[src/rtl/rr_arb4_ctrl.sv]
// rr_arb4_ctrl: round-robin arbiter for four requesters sharing one 4:1 mux.
// Grants one owner at a time, bounded by MAX_BURST consecutive cycles, and
// drives the mux select with the owner index. All outputs are registered.
module rr_arb4_ctrl #(
    parameter int MAX_BURST = 4
) (
    input  logic       CLK,
    input  logic       RST_N,
    input  logic [3:0] REQ,
    output logic [3:0] GNT,
    output logic [1:0] SEL,
    output logic       BUSY
);

    typedef enum logic {IDLE, GRANT} state_e;

    localparam logic [3:0] MAX_CNT = 4'(MAX_BURST);

    state_e     state_q, state_d;
    logic [1:0] ptr_q,   ptr_d;
    logic [3:0] cnt_q,   cnt_d;
    logic [3:0] gnt_q,   gnt_d;
    logic [1:0] sel_q,   sel_d;
    logic       busy_q,  busy_d;

    logic [7:0] req_dbl;
    logic [3:0] req_rot;
    logic [1:0] win_off;
    logic [1:0] win;
    logic       any_req;

    // Winner search: rotate REQ so PTR lands at bit 0, then take the lowest set bit.
    always_comb begin
        req_dbl = {REQ, REQ} >> ptr_q;
        req_rot = req_dbl[3:0];
        if (req_rot[0])      win_off = 2'd0;
        else if (req_rot[1]) win_off = 2'd1;
        else if (req_rot[2]) win_off = 2'd2;
        else                 win_off = 2'd3;
        win     = ptr_q + win_off;
        any_req = |REQ;
    end

    // Next-state: hold by default; load a new winner on arbitration, count while owner keeps requesting.
    always_comb begin
        state_d = state_q;
        ptr_d   = ptr_q;
        cnt_d   = cnt_q;
        gnt_d   = gnt_q;
        sel_d   = sel_q;
        busy_d  = busy_q;
        case (state_q)
            IDLE: begin
                if (any_req) begin
                    state_d = GRANT;
                    gnt_d   = 4'b0001 << win;
                    sel_d   = win;
                    cnt_d   = 4'd1;
                    ptr_d   = win + 2'd1;
                    busy_d  = 1'b1;
                end
            end
            GRANT: begin
                if (REQ[sel_q] && (cnt_q < MAX_CNT)) begin
                    cnt_d = cnt_q + 4'd1;
                end else if (any_req) begin
                    // Outgoing owner takes part: a sole requester wraps back to itself.
                    gnt_d  = 4'b0001 << win;
                    sel_d  = win;
                    cnt_d  = 4'd1;
                    ptr_d  = win + 2'd1;
                    busy_d = 1'b1;
                end else begin
                    // SEL keeps the last owner while idle.
                    state_d = IDLE;
                    gnt_d   = 4'b0000;
                    cnt_d   = 4'd0;
                    busy_d  = 1'b0;
                end
            end
            default: state_d = IDLE;
        endcase
    end

    // State and output registers, cleared immediately on reset assertion.
    always_ff @(posedge CLK or negedge RST_N) begin
        if (!RST_N) begin
            state_q <= IDLE;
            ptr_q   <= 2'd0;
            cnt_q   <= 4'd0;
            gnt_q   <= 4'b0000;
            sel_q   <= 2'd0;
            busy_q  <= 1'b0;
        end else begin
            state_q <= state_d;
            ptr_q   <= ptr_d;
            cnt_q   <= cnt_d;
            gnt_q   <= gnt_d;
            sel_q   <= sel_d;
            busy_q  <= busy_d;
        end
    end

    assign GNT  = gnt_q;
    assign SEL  = sel_q;
    assign BUSY = busy_q;

endmodule
[config.mk]
export PLATFORM = sky130hd
export DESIGN_NAME = rr_arb4_ctrl
export DESIGN_NICKNAME = d
export VERILOG_FILES = /design/src/rtl/rr_arb4_ctrl.sv
export SDC_FILE = /design/constraint.sdc
export NUM_CORES = 1
export LEC_CHECK = 0
export BUFFER_PORTS_ARGS = -buffer_cell sky130_fd_sc_hd__buf_2
export CAP_MARGIN = 20
export CORE_UTILIZATION = 56
export CTS_BUF_LIST = sky130_fd_sc_hd__clkbuf_8
export DETAILED_ROUTE_END_ITERATION = 10
export PLACE_DENSITY_LB_ADDON = 0.3
export SLEW_MARGIN = 20
export SYNTH_ARGS = -nofsm -noshare
export SYNTH_HDL_FRONTEND = slang
export SYNTH_SLANG_ARGS = --single-unit
[constraint.sdc]
create_clock -name CLK -period 3.1 [get_ports CLK]
set_input_delay 0 -clock CLK [delete_from_list [all_inputs] [get_ports CLK]]
set_output_delay 0 -clock CLK [all_outputs]
set_load 0.02 [all_outputs]
==> flow_summary.ini, run 1 <==
[place]
gp_congestion = 0.7463
io_buffers = 12
dpl_cell_area_um2 = 852.1
dpl.cell_count = 98
hpwl_mm = 1.071

[detailed_routing]
vias_per_cell = 5.874
drc = 0
post_drt_wl_per_cell_um = 14.44
drt_iter0_drc = 7
routed_wl_mm = 1.487
ant_nets = 0
detailroute.via_count = 605
dr.pass1.iters = 4

[sta]
max_freq_mhz = 385.6
fin_crit_sh = 0.8366
hold_viol = 0
setup_viol = 0
final.setup_skew_ns = 0.0007669
fin_setup_tns_ns = 0
rsz0062_at_grt = false
relSlewSlack = 0.6034
min_period_ns = 2.593
maxSlewViolCount = 0
worstMarginPinSlew_ns = 0.5857

[synthesis]
synthXorXnorAreaFrac = 0
synth_compound_area_frac = 0.2010
synth_top_family_by_area = compound AO/OA/AOI/OAI gates
syn_nets = 84
synth_seq_cells = 14
synthSimpleGateAreaFrac = 0.1640
synth_area_um2 = 778.2
synth-seq-area-share = 0.4502
synth_fa_ha_area_frac = 0.09646
syn_inst = 72
synth_cell_types = 26
yosys_warnings = 0
synthMuxAreaShare = 0.05788
synth.avg_cell_area_um2 = 10.81

[cells_and_area]
drive_above_1_share = 0.2614
multi_input_area_um2 = 404.1
syn2layout_area_growth_pct = 17.85
antenna_cells = 0
fill_cells = 105
fin_nets = 101
fin_cells = 103
fin_area_um2 = 917.1
regArea_um2 = 350.3

[power_and_ir_drop]
irDropWorstVdd_mv = 0.6229
cellPowerDensity_nw_per_um2 = 1112
sw_frac_of_total = 0.4015
internal-power_w = 0.0006101
p_clk_frac = 0.175
power_switching_w = 0.0004093
seqPwrFrac = 0.312
power_w = 0.001019
p_leak_nw = 0.4299
combPwrFrac = 0.512

[floorplan]
ios = 13
die_h_um = 39.28
die_area_um2 = 1543
start_util = 0.5981
rows = 13
core-area_um2 = 1301
die_w_um = 39.28

[cts]
clk_pin_slew_ns = 0.06
htree_levels = 1
ctsLongestPathBuffers = 2
clockRootBuffer = clkbuf_8
cts_tree = yes
clk_latency_ns = 0.24
clock_sinks = 14
numCtsBuffers = 3

[min_path]
hold_end = state_q
hold_start = REQ[1]
hp-class = primary input to register
whs_path_depth = 3

[worst_setup_path]
crit_fanout = 10
criticalPathCategory = register to register
endpoint_kind = register
slowest_stage = o311ai_1
critPathMaxStageDelay_ns = 0.50
worstPathBufferInverterCount = 0
reg2reg_depth = 9
crit_family = compound AO/OA/AOI/OAI gates
path_cells = nand2b_1 > a21oi_1 > nor3_1 > a21oi_1 > ha_1 > a31o_1 > o311ai_1 > ha_1 > mux2_1
r2r-end = ptr_q[1]
r2r_slack_ns = 0.51
startpoint_type = register
worst-endpoint-arrival_ns = 2.72
reg2reg_from = ptr_q[1]
crit_required_ns = 3.23

[global_routing]
antenna_found_initial = 0
grt_pass1_wl_mm = 2.442
grt_max_degree = 15
grt_use_total = 0.2408
overflow = 0
grt_pass1_vias = 519

[job]
drv_cap = 0

[run_status]
status = finished clean
[cell usage after synthesis]
cell | instances | area share
a21oi_1 | 8 | 0.051
nor3b_1 | 2 | 0.019
o32a_1 | 1 | 0.013
inv_2 | 2 | 0.0096
buf_2 | 1 | 0.0064
inv_1 | 3 | 0.014
nand4_1 | 1 | 0.0080
nor4_2 | 1 | 0.016
and3_1 | 1 | 0.0080
ha_1 | 6 | 0.096
o21ai_1 | 3 | 0.019
nor2b_1 | 1 | 0.0080
nand2_1 | 3 | 0.014
and3_4 | 1 | 0.014
nor2_1 | 7 | 0.034
dfrtp_1 | 14 | 0.45
or2_1 | 1 | 0.0080
a22o_1 | 6 | 0.068
a31oi_4 | 1 | 0.027
nor3_1 | 1 | 0.0064
or2_4 | 1 | 0.011
mux4_2 | 1 | 0.029
o311ai_1 | 1 | 0.011
nand2b_1 | 2 | 0.016
mux2_1 | 2 | 0.029
a31o_1 | 1 | 0.011
[registers in the layout, indices dropped and copies added (netlist names)]
signal / flops
BUSY: 1
GNT: 4
SEL: 2
cnt_q: 4
ptr_q: 2
state_q: 1
[stage by stage]
step	worst slack (ns)	utilization	hold WS, ns
floorplan	0.7908	-	-0.2956
global placement	0.6039	0.6548	-0.09375
detailed placement	0.5533	0.6548	-0.08371
CTS	0.5372	0.7048	0.08117
global route	0.3388	0.7048	0.09619
finish	0.5066	0.7048	0.08798
[what timing repair did]
action | 4_1_cts | 5_1_grt
hold endpoints to repair | 14 | 0
resized for setup | 0 | 0
hold buffers | 1 | 0
setup buffers | 0 | 0
[cell usage in the layout, fill, tap and decap left out, drive strengths merged]
master / instances
nor3: 1
a31o: 1
nor2: 7
a21oi: 8
dlygate4sd3: 1
o311ai: 1
nor4: 1
a22o: 6
clkbuf: 4
o21ai: 3
mux2: 2
buf: 12
nor3b: 2
nand4: 1
and3: 2
mux4: 1
or2: 2
a31oi: 1
inv: 5
o32a: 1
dfrtp: 14
ha: 6
nand2b: 2
nand2: 3
nor2b: 1
[power groups by stage]
stage                     logic, W  registers (W)  clock network [W]
after floorplan           0.000368       0.000346                  0
after global placement    0.000506       0.000316                  0
after detailed placement  0.000519       0.000321                  0
after CTS                 0.000526       0.000318           0.000182
after global routing      0.000592       0.000328           0.000188
final                     0.000522       0.000319           0.000179
[worst min-delay path: cells and delay by family]
| family | cells | cell delay [ns] |
|---|---|---|
| buffers and inverters | 2 | 0.21 |
| AND/OR/NAND/NOR | 1 | 0.09 |
[per-layer routing]
metal / GRT usage / share of wire / vias up
li1: - / - / 293
met1: 0.3722 / 0.48 / 296
met2: 0.3333 / 0.47 / 16
met3: 0.06818 / 0.046 / 0
met4: 0.05172 / 0 / 0
met5: 0 / 0 / -
[cell type report]
cell class | instances | area share
Inverter | 5 | 0.02046
Clock buffer | 4 | 0.06003
Multi-Input combinational cell | 52 | 0.4407
Sequential cell | 14 | 0.3820
Timing Repair Buffer | 13 | 0.07640
Tap cell | 15 | 0.02046
[kinds of logic after synthesis]
kind of cell,after synthesis
buffers and inverters,6
adder cells (fa/ha/maj),6
AND/OR/NAND/NOR,22
multiplexers,3
flip-flops,14
AO/OA/AOI/OAI,21
[worst max-delay path by stage]
stage / start / cells after the start / to / slack [ns]
2_1_floorplan: ptr_q[1] / 10 / ptr_q[1] / 0.79
3_3_place_gp: ptr_q[1] / 9 / ptr_q[1] / 0.60
3_5_place_dp: ptr_q[1] / 9 / ptr_q[1] / 0.55
4_1_cts: ptr_q[1] / 9 / ptr_q[1] / 0.54
5_1_grt: ptr_q[1] / 9 / ptr_q[1] / 0.34
6_report: ptr_q[1] / 9 / ptr_q[1] / 0.51
No activity file was read; power rests on OpenSTA's default activity.
==> run 2: changes to the inputs <==
--- a/config.mk
+++ b/config.mk
@@ -5,9 +5,10 @@
 export SDC_FILE = /design/constraint.sdc
 export NUM_CORES = 1
 export LEC_CHECK = 0
+export ABC_AREA = 1
 export BUFFER_PORTS_ARGS = -buffer_cell sky130_fd_sc_hd__buf_2
 export CAP_MARGIN = 20
-export CORE_UTILIZATION = 56
+export CORE_UTILIZATION = 52
 export CTS_BUF_LIST = sky130_fd_sc_hd__clkbuf_8
 export DETAILED_ROUTE_END_ITERATION = 10
 export PLACE_DENSITY_LB_ADDON = 0.3
==> constraint.sdc (replaced) <==
create_clock -name CLK -period 2.19 [get_ports CLK]
set_input_delay 0 -clock CLK [delete_from_list [all_inputs] [get_ports CLK]]
set_output_delay 0 -clock CLK [all_outputs]
set_load 0.02 [all_outputs]
==> run 2 against run 1 <==
Sequential cell count is the same. First-iteration DRC count shrank 29%. Non-clock buffer count is the same. Cell area grew 5.7%. Clock skew is essentially flat. Core utilization shrank 6.1 points. Combinational power grew 73%. Sequential power grew 44%. Fmax grew 29%. Hold slack gained 0.018 ns.
==> flow_summary.ini, run 2 <==
[power_and_ir_drop]
p_leak_nw = 0.5365
power_switching_w = 0.0007405
cellPowerDensity_nw_per_um2 = 1609
p_clk_frac = 0.129
irDropWorstVdd_mv = 0.9283
internal-power_w = 0.0008197
sw_frac_of_total = 0.4746
combPwrFrac = 0.577
seqPwrFrac = 0.294

[global_routing]
antenna_found_initial = 0
grt_use_total = 0.1931
grt_pass1_vias = 626
grt_max_degree = 15
overflow = 0
grt_pass1_wl_mm = 2.525

[place]
io_buffers = 12
hpwl_mm = 1.110
gp_congestion = 0.7877

[min_path]
hp-class = primary input to register
hold_start = REQ[3]

[sta]
final.setup_skew_ns = 0.0007343
maxSlewViolCount = 0
rsz0062_at_grt = false
fin_setup_tns_ns = 0
setup_viol = 0
worstMarginPinSlew_ns = 0.3064
fin_crit_sh = 0.9162
max_freq_mhz = 498.4
min_period_ns = 2.007
relSlewSlack = 0.7957
hold_ws_ns = 0.1061
hold_viol = 0

[synthesis]
synth_cell_types = 20
synthXorXnorAreaFrac = 0
yosys.area.top_type = dfrtp_1
synth_top_family_by_area = simple AND/OR/NAND/NOR gates
synthSimpleGateAreaFrac = 0.3171
netlist.area_leader.share = 0.4130
synth_seq_cells = 14
synthMuxAreaShare = 0
syn_nets = 118
synth_compound_area_frac = 0.08702
synth_most_common_cell = nand2_1
synth_fa_ha_area_frac = 0.08850
syn_inst = 106
synth_area_um2 = 848.3
synthTopCellsByCount = 38 x nand2_1, 14 x dfrtp_1, 14 x inv_1
synth_edf_count = 0
synth-seq-area-share = 0.4130
yosys_warnings = 0
async_flop_share = 1.000
synth_area_leaders = dfrtp_1 41%, nand2_1 17%, ha_1 8.8%
synth.avg_cell_area_um2 = 8.003
ys.flop_type = dfrtp_1

[detailed_routing]
drt_iter0_drc = 5
detailroute.via_count = 666
routed_wl_mm = 1.458
ant_nets = 0
post_drt_wl_per_cell_um = 10.64
drc = 0
vias_per_cell = 4.861
dr.pass1.iters = 4

[cells_and_area]
fin_nets = 135
antenna_cells = 0
final_common_cell = nand2_1
syn2layout_area_growth_pct = 14.31
final_util = 0.6437
final_cell_mix = 38 x nand2_1, 14 x inv_1, 13 x dfrtp_1
drive_above_1_share = 0.2314

[worst_setup_path]
reg2reg_depth = 11
critPathCapture = ptr_q[1]
path_depth = 11
endpoint_kind = register
r2r_slack_ns = 0.18
startpoint_type = register
cp-startpoint = ptr_q[0]
worst-endpoint-arrival_ns = 2.13
criticalPathCategory = register to register
reg2reg_from = ptr_q[0]
slowest_stage = dfrtp_2
path_cells = nor2_1 > a21oi_1 > o21a_1 > o21ai_0 > ha_1 > nand3_1 > nand2_1 > inv_1 > ha_1 > nand2_1 > o21ai_1
crit_required_ns = 2.31
crit_fanout = 10
crit_family = flip-flops
worstPathBufferInverterCount = 1
critPathMaxStageDelay_ns = 0.47
r2r-end = ptr_q[1]

[job]
drv_cap = 0

[cts]
clk_latency_ns = 0.24
ctsLongestPathBuffers = 2
post-cts-setup-buffers = 0
clock_sinks = 14
cts_tree = yes
numCtsBuffers = 3
htree_levels = 1
clk_pin_slew_ns = 0.05
clockRootBuffer = clkbuf_8

[floorplan]
start_util = 0.5631
core-area_um2 = 1506
die_area_um2 = 1797
rows = 14
ios = 13
die_h_um = 42.39
die_w_um = 42.39

[run_status]
status = finished clean
[run 2: changes by cell type after synthesis, sizes merged, moves of 2 or more]
cell / before / now
a21oi: 8 / 1
and3: 2 / 0
nand2: 3 / 41
nor3b: 2 / 0
o22ai: 0 / 2
nand2b: 2 / 0
mux2: 2 / 0
inv: 5 / 17
o21ai: 3 / 9
or2: 2 / 0
nand3: 0 / 8
a22o: 6 / 0
nor2: 7 / 5
[run 2: metrics by stage]
step,area (um^2),total power [W],worst slack [ns],instances
2_1_floorplan,848.3,0.001170,0.3190,106
3_5_place_dp,917.1,0.001356,0.1633,133
4_1_cts,968.4,0.001577,0.1358,137
6_report,969.7,0.001560,0.1835,137
3_3_place_gp,917.1,0.001328,0.2506,133
5_1_grt,969.7,0.001741,0.03468,137
[run 2: layout make-up]
cell class                 instances  area, um^2
fill                             140       536.8
multi-input combinational         74       417.9
sequential                        14       351.6
timing repair buffer              13       70.07
inverter                          17       68.82
clock buffer                       3       41.29
tap                               16       20.02
[run 2: worst min-delay path by stage]
stage	end	slack (ns)	depth (start not counted)
final	state_q	0.11	3
after global routing	state_q	0.13	3
after CTS	state_q	0.09	3
after detailed placement	cnt_q[1]	-0.09	1
after global placement	cnt_q[0]	-0.09	1
after floorplan	BUSY	-0.30	0
[run 2: logic make-up after synthesis]
logic type	count (synthesis)
AOI/OAI and AO/OA	13
adders and majority gates	6
DFF	14
and+or+nand+nor	55
buffers and inverters	18
[run 2: worst min-delay path: cells and delay by family]
family,cells,cell delay [ns]
buffers and inverters,1,0.10
and+or+nand+nor,2,0.18
[run 2: power groups by stage]
stage                     sequential, W  clock, W  combinational [W]
after detailed placement       0.000458         0           0.000898
after global routing           0.000473  0.000216            0.00105
after floorplan                0.000497         0           0.000673
after global placement         0.000451         0           0.000877
after CTS                      0.000456  0.000209           0.000912
final                          0.000459  0.000201           0.000901
[run 2: layer usage]
metal  GRT usage  part of all wire  vias up
met5           0                 0        -
met3     0.01293             0.028        4
met1      0.2593              0.49      288
met2      0.2892              0.45       13
li1            -                 -      361
met4      0.1500             0.032        0
[run 2: repair_timing]
item	4_1_cts	5_1_grt
resized for setup	0	1
hold endpoints to repair	14	0
endpoints found under the setup margin	0	1
hold buffers	1	0
==> run 3: changes to the inputs <==
--- a/config.mk
+++ b/config.mk
@@ -8,6 +8,7 @@
 export ABC_AREA = 1
 export BUFFER_PORTS_ARGS = -buffer_cell sky130_fd_sc_hd__buf_2
 export CAP_MARGIN = 20
+export CORE_ASPECT_RATIO = 1.25
 export CORE_UTILIZATION = 52
 export CTS_BUF_LIST = sky130_fd_sc_hd__clkbuf_8
 export DETAILED_ROUTE_END_ITERATION = 10
==> run 3 against run 2 <==
Cell area is 1.8% higher. Non-clock buffer count stayed put. Core utilization is 3.9 points higher. Largest cell class unchanged. Combinational power is 1% higher. Clock power is 21% higher. Sequential share of layout area is 0.64 points lower. Largest power group unchanged. First-iteration DRC count is 60% higher.
==> flow_summary.ini, run 3 (synthesis gave the netlist of run 2 again) <==
[power_and_ir_drop]
internal-power_w = 0.0008594
cellPowerDensity_nw_per_um2 = 1637
irDropWorstVdd_mv = 0.8425
p_clk_frac = 0.151
power_w = 0.001616
combPwrFrac = 0.565
p_leak_nw = 0.5437
seqPwrFrac = 0.284
sw_frac_of_total = 0.4682
power_switching_w = 0.0007567

[cts]
clk_pin_slew_ns = 0.06
ctsLongestPathBuffers = 2
htree_levels = 1
cts_tree = yes
clock_sinks = 14
clk_latency_ns = 0.24
post-cts-setup-buffers = 0
clockRootBuffer = clkbuf_8
numCtsBuffers = 3

[sta]
rsz0062_at_grt = false
max_freq_mhz = 492.7
fin_crit_sh = 0.9267
min_period_ns = 2.029
hold_viol = 0
maxSlewViolCount = 0
fin_setup_tns_ns = 0
fin_ws_ns = 0.1605
final.setup_skew_ns = 0.0007658
worstMarginPinSlew_ns = 0.3146
relSlewSlack = 0.7903
setup_viol = 0

[worst_setup_path]
crit_required_ns = 2.31
r2r_slack_ns = 0.16
endpoint_kind = register
criticalPathCategory = register to register
crit_fanout = 10
crit_top_cell = nand2_1
critPathMaxStageDelay_ns = 0.48
worstPathBufferInverterCount = 2
crit_family = simple AND/OR/NAND/NOR gates
slowest_stage = dfrtp_2
worst-endpoint-arrival_ns = 2.15
startpoint_type = register
path_cells = inv_2 > nand2_1 > nand2_1 > nand2_1 > o21a_1 > o21ai_0 > ha_1 > nand3_1 > nand2_1 > inv_1 > ha_1 > nand2_1 > o21ai_1

[global_routing]
grt_pass1_vias = 589
grt_use_total = 0.1906
grt_max_degree = 15
grt_pass1_wl_mm = 2.318
overflow = 0
antenna_found_initial = 0

[floorplan]
rows = 15
die_w_um = 38.13
die_h_um = 47.16
core-area_um2 = 1445
die_area_um2 = 1798
ios = 13
start_util = 0.5870

[place]
dpl.cell_count = 134
post-place-ws_ns = 0.1395
hpwl_mm = 1.051
io_buffers = 12
gp_congestion = 0.8062
dpl_cell_area_um2 = 918.4

[detailed_routing]
detailroute.via_count = 666
post_drt_wl_per_cell_um = 10.45
routed_wl_mm = 1.453
ant_nets = 0
drt_iter0_drc = 8
dr.pass1.iters = 4
drc = 0
vias_per_cell = 4.791

[cells_and_area]
syn2layout_area_growth_pct = 16.37
antenna_cells = 0
drive_above_1_share = 0.2459
final_cell_mix = 38 x nand2_1, 14 x inv_1, 13 x dfrtp_1
fin_area_um2 = 987.2
fin_cells = 139
fin_nets = 135
final_common_cell = nand2_1

[job]
drv_cap = 0

[min_path]
hp-class = primary input to register

[run_status]
status = finished clean
==> run 3: routing by layer <==
| layer | up-vias | global-route usage | share of wire |
|---|---|---|---|
| met4 | 0 | 0.1286 | 0.0083 |
| met5 | - | 0 | 0 |
| met3 | 2 | 0 | 0.026 |
| met1 | 292 | 0.2377 | 0.47 |
| li1 | 362 | - | - |
| met2 | 10 | 0.3254 | 0.50 |
==> run 3: path summary, 6_finish.rpt <==
kind / start / end / cells after the start
setup reg to reg: ptr_q[0] / ptr_q[1] / 13
min in group asynchronous: RST_N / cnt_q[0] / 2
max in group asynchronous: RST_N / ptr_q[0] / 2
hold reg to reg: BUSY / BUSY / 2
setup / recovery: ptr_q[0] / ptr_q[1] / 13
hold / removal: REQ[3] / state_q / 3
==> run 3: what timing repair did <==
item                                   4_1_cts  5_1_grt
endpoints found under the hold margin       14        0
setup endpoints to repair                    0        1
hold buffers                                 1        0
resized for setup                            0        2
==> run 3: stage by stage <==
step,hold slack (ns),utilization
after floorplan,-0.2956,-
after global placement,-0.09576,0.6355
after detailed placement,-0.09016,0.6355
after CTS,0.08164,0.6805
after global routing,0.08940,0.6831
final,0.08603,0.6831
==> run 3: tightest hold or removal path, cell delays in order <==
cell,delay [ns]
buf_2,0.10
nor2_1,0.05
nand2_1,0.12
==> run 3: power by group through the flow <==
stage,clock (W),sequential [W],combinational (W)
6_report,0.000243,0.000459,0.000913
5_1_grt,0.000261,0.000471,0.00105
4_1_cts,0.000253,0.000454,0.000915
3_5_place_dp,0,0.000457,0.000887
3_3_place_gp,0,0.000451,0.000876
2_1_floorplan,0,0.000497,0.000673
==> run 3: layout make-up <==
cell class	count	area, um^2
flip-flops and latches	14	351.6
fillers	112	457.9
clock buffers	4	55.05
repair buffers	13	70.07
well taps	17	21.27
multi-input cells	74	420.4
inverters	17	68.82
